### src/rtl/mem_if_pkg.sv
// Shared definitions for initiators of the byte-addressed word memory:
// FSM encoding, word stride and default bus widths.
package mem_if_pkg;

    localparam int ADDR_W_DEF = 32;
    localparam int DATA_W_DEF = 32;
    localparam int WORD_BYTES = 4;

    typedef enum logic [1:0] {
        IDLE  = 2'd0,
        READ  = 2'd1,
        WRITE = 2'd2,
        DONE  = 2'd3
    } state_t;

endpackage

### src/rtl/mem_block_mover.sv
// Block-copy engine: reads a word from src, writes it to dst, two cycles per
// word, ascending addresses, one-cycle done pulse at the end.
module mem_block_mover
    import mem_if_pkg::*;
#(
    parameter int ADDR_W = ADDR_W_DEF,
    parameter int DATA_W = DATA_W_DEF,
    parameter int CNT_W  = 16
) (
    input  logic              clk,
    input  logic              rst,
    input  logic              start,
    input  logic [ADDR_W-1:0] src_adr,
    input  logic [ADDR_W-1:0] dst_adr,
    input  logic [CNT_W-1:0]  word_cnt,
    output logic              busy,
    output logic              done,
    output logic [CNT_W-1:0]  words_done,
    output logic [ADDR_W-1:0] adr,
    output logic [DATA_W-1:0] d_in,
    output logic              mrd,
    output logic              mwr,
    input  logic [DATA_W-1:0] d_out
);

    localparam logic [ADDR_W-1:0] STRIDE = ADDR_W'(WORD_BYTES);

    state_t            state_q, state_d;
    logic [ADDR_W-1:0] src_ptr_q, src_ptr_d;
    logic [ADDR_W-1:0] dst_ptr_q, dst_ptr_d;
    logic [CNT_W-1:0]  remain_q, remain_d;
    logic [CNT_W-1:0]  words_done_q, words_done_d;
    logic [DATA_W-1:0] data_q, data_d;

    always_ff @(posedge clk or posedge rst) begin
        if (rst) begin
            state_q      <= IDLE;
            src_ptr_q    <= '0;
            dst_ptr_q    <= '0;
            remain_q     <= '0;
            words_done_q <= '0;
            data_q       <= '0;
        end else begin
            state_q      <= state_d;
            src_ptr_q    <= src_ptr_d;
            dst_ptr_q    <= dst_ptr_d;
            remain_q     <= remain_d;
            words_done_q <= words_done_d;
            data_q       <= data_d;
        end
    end

    always_comb begin
        state_d      = state_q;
        src_ptr_d    = src_ptr_q;
        dst_ptr_d    = dst_ptr_q;
        remain_d     = remain_q;
        words_done_d = words_done_q;
        data_d       = data_q;
        case (state_q)
            IDLE: begin
                if (start) begin
                    src_ptr_d    = src_adr;
                    dst_ptr_d    = dst_adr;
                    remain_d     = word_cnt;
                    words_done_d = '0;
                    state_d      = (word_cnt != '0) ? READ : DONE;
                end
            end
            READ: begin
                data_d    = d_out;
                src_ptr_d = src_ptr_q + STRIDE;
                state_d   = WRITE;
            end
            WRITE: begin
                dst_ptr_d    = dst_ptr_q + STRIDE;
                remain_d     = remain_q - CNT_W'(1);
                words_done_d = words_done_q + CNT_W'(1);
                // remain still holds the pre-decrement count here
                state_d      = (remain_q == CNT_W'(1)) ? DONE : READ;
            end
            DONE: begin
                state_d = IDLE;
            end
            default: begin
                state_d = IDLE;
            end
        endcase
    end

    // Moore outputs: all decoded from registered state so they drop with rst
    always_comb begin
        adr = '0;
        mrd = 1'b0;
        mwr = 1'b0;
        case (state_q)
            READ: begin
                adr = src_ptr_q;
                mrd = 1'b1;
            end
            WRITE: begin
                adr = dst_ptr_q;
                mwr = 1'b1;
            end
            default: begin
                adr = '0;
            end
        endcase
    end

    assign busy       = (state_q != IDLE);
    assign done       = (state_q == DONE);
    assign words_done = words_done_q;
    assign d_in       = data_q;

endmodule

### config.mk
export PLATFORM = sky130hd
export DESIGN_NAME = mem_block_mover
export DESIGN_NICKNAME = d
export VERILOG_FILES = /design/src/rtl/mem_if_pkg.sv /design/src/rtl/mem_block_mover.sv
export SDC_FILE = /design/constraint.sdc
export NUM_CORES = 1
export LEC_CHECK = 0
export CORE_AREA = 5 5 155 157
export DETAILED_ROUTE_END_ITERATION = 7
export DIE_AREA = 0 0 160 162
export PLACE_DENSITY = 0.71
export SYNTH_ARGS = -nofsm -noshare
export SYNTH_HDL_FRONTEND = slang
export SYNTH_SLANG_ARGS = --single-unit
### constraint.sdc
create_clock -name clk -period 6.2 [get_ports clk]
set_input_delay 1.55 -clock clk [delete_from_list [all_inputs] [get_ports clk]]
set_output_delay 1.55 -clock clk [all_outputs]
set_load 0.05 [all_outputs]
==> impl_metrics.env, run 1 <==
export IMPL_syn_avg_cell_area_um2=8.79
export IMPL_viasPerCell=5.57
export IMPL_finalPower_mw=2.04
export IMPL_p_int_mw=1.55
export IMPL_powerDensity_nw_per_um2=195
export IMPL_placed_cells=1308
export IMPL_final_common_cell="clkdlybuf4s50_1"
export IMPL_final_setup_tns_ps=0
export IMPL_drc=0
export IMPL_p_sw_frac=0.243
export IMPL_htreeDepth=4
export IMPL_die_y_um=162
export IMPL_synthFlopType="dfrtp_1"
export IMPL_cp_slowest_cell="clkdlybuf4s50_1"
export IMPL_ioPinCount=199
export IMPL_cts_root_buf="clkbuf_16"
export IMPL_synth_area_um2=7670
export IMPL_final_cell_mix="clkdlybuf4s50_1 (198), dfrtp_1 (130), nand2_1 (103), a21oi_1 (78)"
export IMPL_fillers=2104
export IMPL_hpwl_um=17600
export IMPL_final_hold_viol_count=0
export IMPL_synth_edf_count=0
export IMPL_crit_fanout=83
export IMPL_place_ws_ps=1920
export IMPL_clk_path_buf_depth=2
export IMPL_leakage_nw=4.17
export IMPL_grt_pass1_vias=7019
export IMPL_fin_ws_ps=1400
export IMPL_cts_resized=0
export IMPL_grt_usage=0.186
export IMPL_ys_ff_latch=130
export IMPL_clk_latency_ps=420
export IMPL_synth_cell_types=63
export IMPL_fin_crit_ps=4800
export IMPL_stdcell_count=1341
export IMPL_synthToLayoutAreaGrowth_pct=36.9
export IMPL_period_share=0.775
export IMPL_crit_arrival_ps=3250
export IMPL_postRouteAntennaNets=0
export IMPL_cp_data_required_time_ps=4650
export IMPL_clock_skew_ps=11.5
export IMPL_cts_hold_buf=0
export IMPL_gp_congestion=0.857
export IMPL_grt_antenna_before_repair=1
export IMPL_drtPass1Iterations=5
export IMPL_cts_buffers=17
export IMPL_max_freq_ghz=0.208
export IMPL_cts_sinks=130
export IMPL_die_w_um=160
export IMPL_rsz0062_at_grt="false"
export IMPL_fin_nets=1167
export IMPL_pwr_share_seq=0.423
export IMPL_slew_violations=0
export IMPL_vdd_drop_max_v=0.000161
export IMPL_io_buffers=198
export IMPL_rows=55
export IMPL_synth_top_area_share=0.424
export IMPL_grt_pass1_wl_um=39200
export IMPL_drtIter0Drc=490
export IMPL_crit_type="reg2out"
export IMPL_max_stage_delay_ps=890
export IMPL_post_route_util=0.469
export IMPL_synth_nets=997
export IMPL_start_util=0.343
export IMPL_synthArstFlopShare=1.00
export IMPL_combPwrFrac=0.086
export IMPL_yosysSeqAreaShare=0.424
export IMPL_layout_drive_gt1_share=0.0863
export IMPL_yosysWarnings=0
export IMPL_path_cells="inv_1 -> ha_4 -> nand2_1 -> a21boi_0 -> clkdlybuf4s50_1"
export IMPL_wirelength_um=24500
export IMPL_via_count=7472
export IMPL_pwr_share_clk=0.492
export IMPL_hp_class="reg2reg"
export IMPL_cp_start_kind="flip-flop"
export IMPL_core_area_um2=22400
export IMPL_p_sw_uw=498
export IMPL_finalSetupViolCount=0
export IMPL_synth_area_leaders="dfrtp_1 (42%), a21oi_1 (5.1%), nand2_1 (5.0%), mux2_2 (4.8%), nand3_1 (3.3%)"
export IMPL_die_area_um2=25900
export IMPL_cts_tree="built"
export IMPL_routedWlPerCell_um=18.3
export IMPL_crit_path_end_kind="primary output"
export IMPL_clk_pin_slew_ps=60
export IMPL_worstMarginPinSlew_ps=1080
export IMPL_grt_overflow_total=0
export IMPL_slew_headroom=0.280
export IMPL_syn_inst=872
export IMPL_yosys_area_top_type="dfrtp_1"
export IMPL_grt_max_degree=92
export IMPL_maxCapViolCount=0
export IMPL_outcome="finished clean"
export IMPL_cts_setup_buffers=0
==> state kept, by name, summed over array words and instances (netlist names) <==
| name | cells |
|---|---|
| words_done | 16 |
| dst_ptr_q | 32 |
| src_ptr_q | 32 |
| d_in | 32 |
| state_q | 2 |
| remain_q | 16 |
==> area by class of cell <==
| cell class | instances | area [um^2] | area share |
|---|---|---|---|
| inverters | 20 | 80.1 | 0.00763 |
| clock inverters | 15 | 158 | 0.0150 |
| repair buffers | 209 | 2060 | 0.197 |
| multi-input cells | 664 | 4160 | 0.396 |
| clock buffers | 17 | 425 | 0.0405 |
| well taps | 285 | 357 | 0.0340 |
| diodes | 1 | 2.50 | 0.000238 |
| flip-flops and latches | 130 | 3250 | 0.310 |
==> power groups by stage <==
stage | sequential (mW) | clock, mW | combinational (mW)
after global placement | 0.879 | 0 | 0.177
after floorplan | 0.918 | 0 | 0.0279
final | 0.864 | 1.00 | 0.175
after global routing | 0.865 | 1.07 | 0.186
after detailed placement | 0.880 | 0 | 0.177
after CTS | 0.864 | 1.03 | 0.178
==> synthesized netlist by cell type, types with 3 or more instances <==
cell,n
a22oi_1,19
buf_2,5
a21oi_1,78
mux2i_1,17
inv_1,19
nor3_1,16
nor3b_1,6
o22a_1,4
a41oi_1,3
and4_1,3
mux2_2,33
o22ai_1,26
nand2_1,103
o211ai_1,9
a21boi_0,16
buf_1,16
a2bb2oi_1,7
o21ai_0,48
ha_1,10
nand3_1,50
and3_1,19
nor2_1,50
nand3b_1,5
or3_1,11
nor4_1,8
xnor2_1,5
a22o_1,3
nor2b_1,20
o311ai_0,7
a31oi_1,6
dfrtp_1,130
and2_1,4
nand4_1,23
o31ai_1,5
nand2b_1,8
clkbuf_1,36
or4_1,8
==> path summary, 6_finish.rpt <==
path                                               start                         to  slack, ps  cells past startpoint
worst min-delay path            src_ptr_q[1]$_DFFE_PP0P_   src_ptr_q[1]$_DFFE_PP0P_        480                      2
worst min register to register  src_ptr_q[1]$_DFFE_PP0P_   src_ptr_q[1]$_DFFE_PP0P_        480                      2
max in group asynchronous                            rst       d_in[14]$_DFFE_PP0P_       3430                      3
min in group asynchronous                            rst       d_in[20]$_DFFE_PP0P_       1690                      2
worst max-delay path              state_q[0]$_DFFE_PP0P_                    adr[17]       1400                      5
worst max register to register    state_q[0]$_DFFE_PP0P_  dst_ptr_q[30]$_DFFE_PP0P_       2770                      7
==> per-layer routing <==
metal / up-vias / global-route usage / part of all wire
li1: 3587 / - / -
met1: 3597 / 0.252 / 0.45
met2: 259 / 0.296 / 0.47
met3: 29 / 0.0457 / 0.066
met4: 0 / 0.0559 / 0.015
met5: - / 0 / 0
==> cells by family after synthesis <==
| logic type | count (synthesis) | share of synthesized area |
|---|---|---|
| simple gates | 345 | 0.233 |
| compound gates | 251 | 0.207 |
| flops | 130 | 0.424 |
| buf+inv | 78 | 0.0395 |
| mux | 51 | 0.0725 |
| fa+ha+maj | 10 | 0.0163 |
| xor+xnor | 7 | 0.00800 |
==> per-stage QoR <==
step	instance area [um^2]	hold slack, ps
after global placement	9910	470
after floorplan	7670	451
final	10500	484
after global routing	10500	512
after detailed placement	9910	474
after CTS	10500	487
==> worst max-delay path, delay by kind of cell (launching register included) <==
kind	cells	cell delay, ps
DFF	1	420
AOI/OAI and AO/OA	1	380
adders and majority gates	1	760
and+or+nand+nor	1	190
buffers and inverters	2	1070
(Power assumes the default switching activity.)
==> run 2, diff against run 1 <==
==> constraint.sdc (replaced) <==
create_clock -name clk -period 4.65 [get_ports clk]
set_input_delay 1.1625 -clock clk [delete_from_list [all_inputs] [get_ports clk]]
set_output_delay 1.1625 -clock clk [all_outputs]
set_load 0.05 [all_outputs]
==> impl_metrics.env, run 2 (synthesis results as in run 1) <==
export IMPL_grt_antenna_before_repair=1
export IMPL_grt_pass1_vias=7414
export IMPL_outcome="finished clean"
export IMPL_synthToLayoutAreaGrowth_pct=37.4
export IMPL_htreeDepth=4
export IMPL_io_buffers=198
export IMPL_r2r_start="state_q[0]$_DFFE_PP0P_"
export IMPL_clk_latency_ps=420
export IMPL_period_share=0.926
export IMPL_cts_buffers=17
export IMPL_via_count=7600
export IMPL_max_freq_ghz=0.232
export IMPL_crit_arrival_ps=3150
export IMPL_grt_usage=0.192
export IMPL_postRouteAntennaNets=0
export IMPL_cts_tree="built"
export IMPL_final_hold_viol_count=0
export IMPL_fin_crit_ps=4310
export IMPL_place_ws_ps=801
export IMPL_final_seq_area_um2=3250
export IMPL_hp_class="reg2reg"
export IMPL_drc=0
export IMPL_grt_pass1_wl_um=40400
export IMPL_crit_fanout=89
export IMPL_r2r_cells=8
export IMPL_leakage_nw=4.19
export IMPL_rows=55
export IMPL_fillers=2119
export IMPL_ioPinCount=199
export IMPL_final_common_cell="clkdlybuf4s50_1"
export IMPL_cts_sinks=130
export IMPL_viasPerCell=5.64
export IMPL_grt_overflow_total=0
export IMPL_powerDensity_nw_per_um2=255
export IMPL_dpl_cell_area_um2=9970
export IMPL_rrSetupSlack_ps=1100
export IMPL_rsz0062_at_grt="false"
export IMPL_grt_max_degree=90
export IMPL_multi_input_area_um2=4160
export IMPL_routedWlPerCell_um=19.0
export IMPL_worstSetupStartpoint="state_q[0]$_DFFE_PP0P_"
export IMPL_clk_pin_slew_ps=60
export IMPL_cts_hold_buf=0
export IMPL_die_y_um=162
export IMPL_fin_ws_ps=342
export IMPL_clock_skew_ps=10.8
export IMPL_wirelength_um=25600
export IMPL_gp_congestion=0.890
export IMPL_start_util=0.343
export IMPL_finalPower_mw=2.69
export IMPL_cp_data_required_time_ps=3490
export IMPL_worstMarginPinSlew_ps=1120
export IMPL_vdd_drop_max_v=0.000221
export IMPL_whs_ps=503
export IMPL_cp_start_kind="flip-flop"
export IMPL_die_w_um=160
export IMPL_cts_resized=0
export IMPL_stdcell_count=1347
export IMPL_final_setup_tns_ps=0
export IMPL_clk_path_buf_depth=2
export IMPL_slew_headroom=0.250
export IMPL_core_area_um2=22400
export IMPL_cts_root_buf="clkbuf_16"
export IMPL_hpwl_um=18500
export IMPL_slew_violations=0
export IMPL_min_from="d_in[21]$_DFFE_PP0P_"
export IMPL_drtIter0Drc=538
export IMPL_maxCapViolCount=0
export IMPL_cts_setup_buffers=0
export IMPL_post_route_util=0.471
export IMPL_placed_cells=1314
export IMPL_finalSetupViolCount=0
export IMPL_die_area_um2=25900
export IMPL_drtPass1Iterations=5
export IMPL_crit_path_end_kind="primary output"
export IMPL_layout_drive_gt1_share=0.0905
export IMPL_crit_type="reg2out"
export IMPL_final_cell_mix="clkdlybuf4s50_1 (198), dfrtp_1 (130), nand2_1 (103), a21oi_1 (78)"
export IMPL_fin_nets=1173
export IMPL_stdcell_area_um2=10500
export IMPL_min_delay_path_depth=1
-- run 2: cell count changes in the layout (fill, tap and decap cells not counted) --
cell | previous run | this run
inv_6 | 5 | 2
clkinv_2 | 3 | 2
buf_12 | 0 | 1
bufinv_16 | 2 | 1
clkinvlp_4 | 4 | 3
clkbuf_1 | 0 | 1
inv_8 | 0 | 1
buf_4 | 11 | 16
clkinv_4 | 2 | 6
-- run 2: area by class of cell --
| type | instances | area share |
|---|---|---|
| antenna | 1 | 0.000238 |
| clock buffer | 18 | 0.0407 |
| clock inverter | 14 | 0.0128 |
| inverter | 20 | 0.00760 |
| multi-input combinational | 664 | 0.395 |
| sequential | 130 | 0.309 |
| tap | 285 | 0.0338 |
| timing repair buffer | 215 | 0.201 |
-- run 2: power breakdown --
| part | total [mW] | switching, mW | internal (mW) |
|---|---|---|---|
| clock | 1.30 | 0.559 | 0.742 |
| combinational | 0.238 | 0.114 | 0.124 |
| sequential | 1.15 | 0.00676 | 1.15 |
-- run 2: final timing paths --
check / endpoint
setup reg to reg: state_q[1]$_DFFE_PP0P_
hold reg to reg: d_in[21]$_DFFE_PP0P_
min in group asynchronous: d_in[19]$_DFFE_PP0P_
hold / removal: d_in[21]$_DFFE_PP0P_
max in group asynchronous: d_in[1]$_DFFE_PP0P_
setup / recovery: adr[12]
-- run 2: critical path: stages (launching register included) --
cell and delay [ps]:
dfrtp_1 420, inv_1 180, ha_4 800, nand2_1 200, a21boi_0 240, clkdlybuf4s50_1 840
-- run 2: layer usage --
| layer | global-route usage | up-vias | wire (um) |
|---|---|---|---|
| li1 | - | 3591 | - |
| met1 | 0.252 | 3651 | 11100 |
| met4 | 0.0684 | 2 | 641 |
| met2 | 0.305 | 315 | 11800 |
| met3 | 0.0530 | 41 | 2050 |
| met5 | 0.0133 | - | 47 |
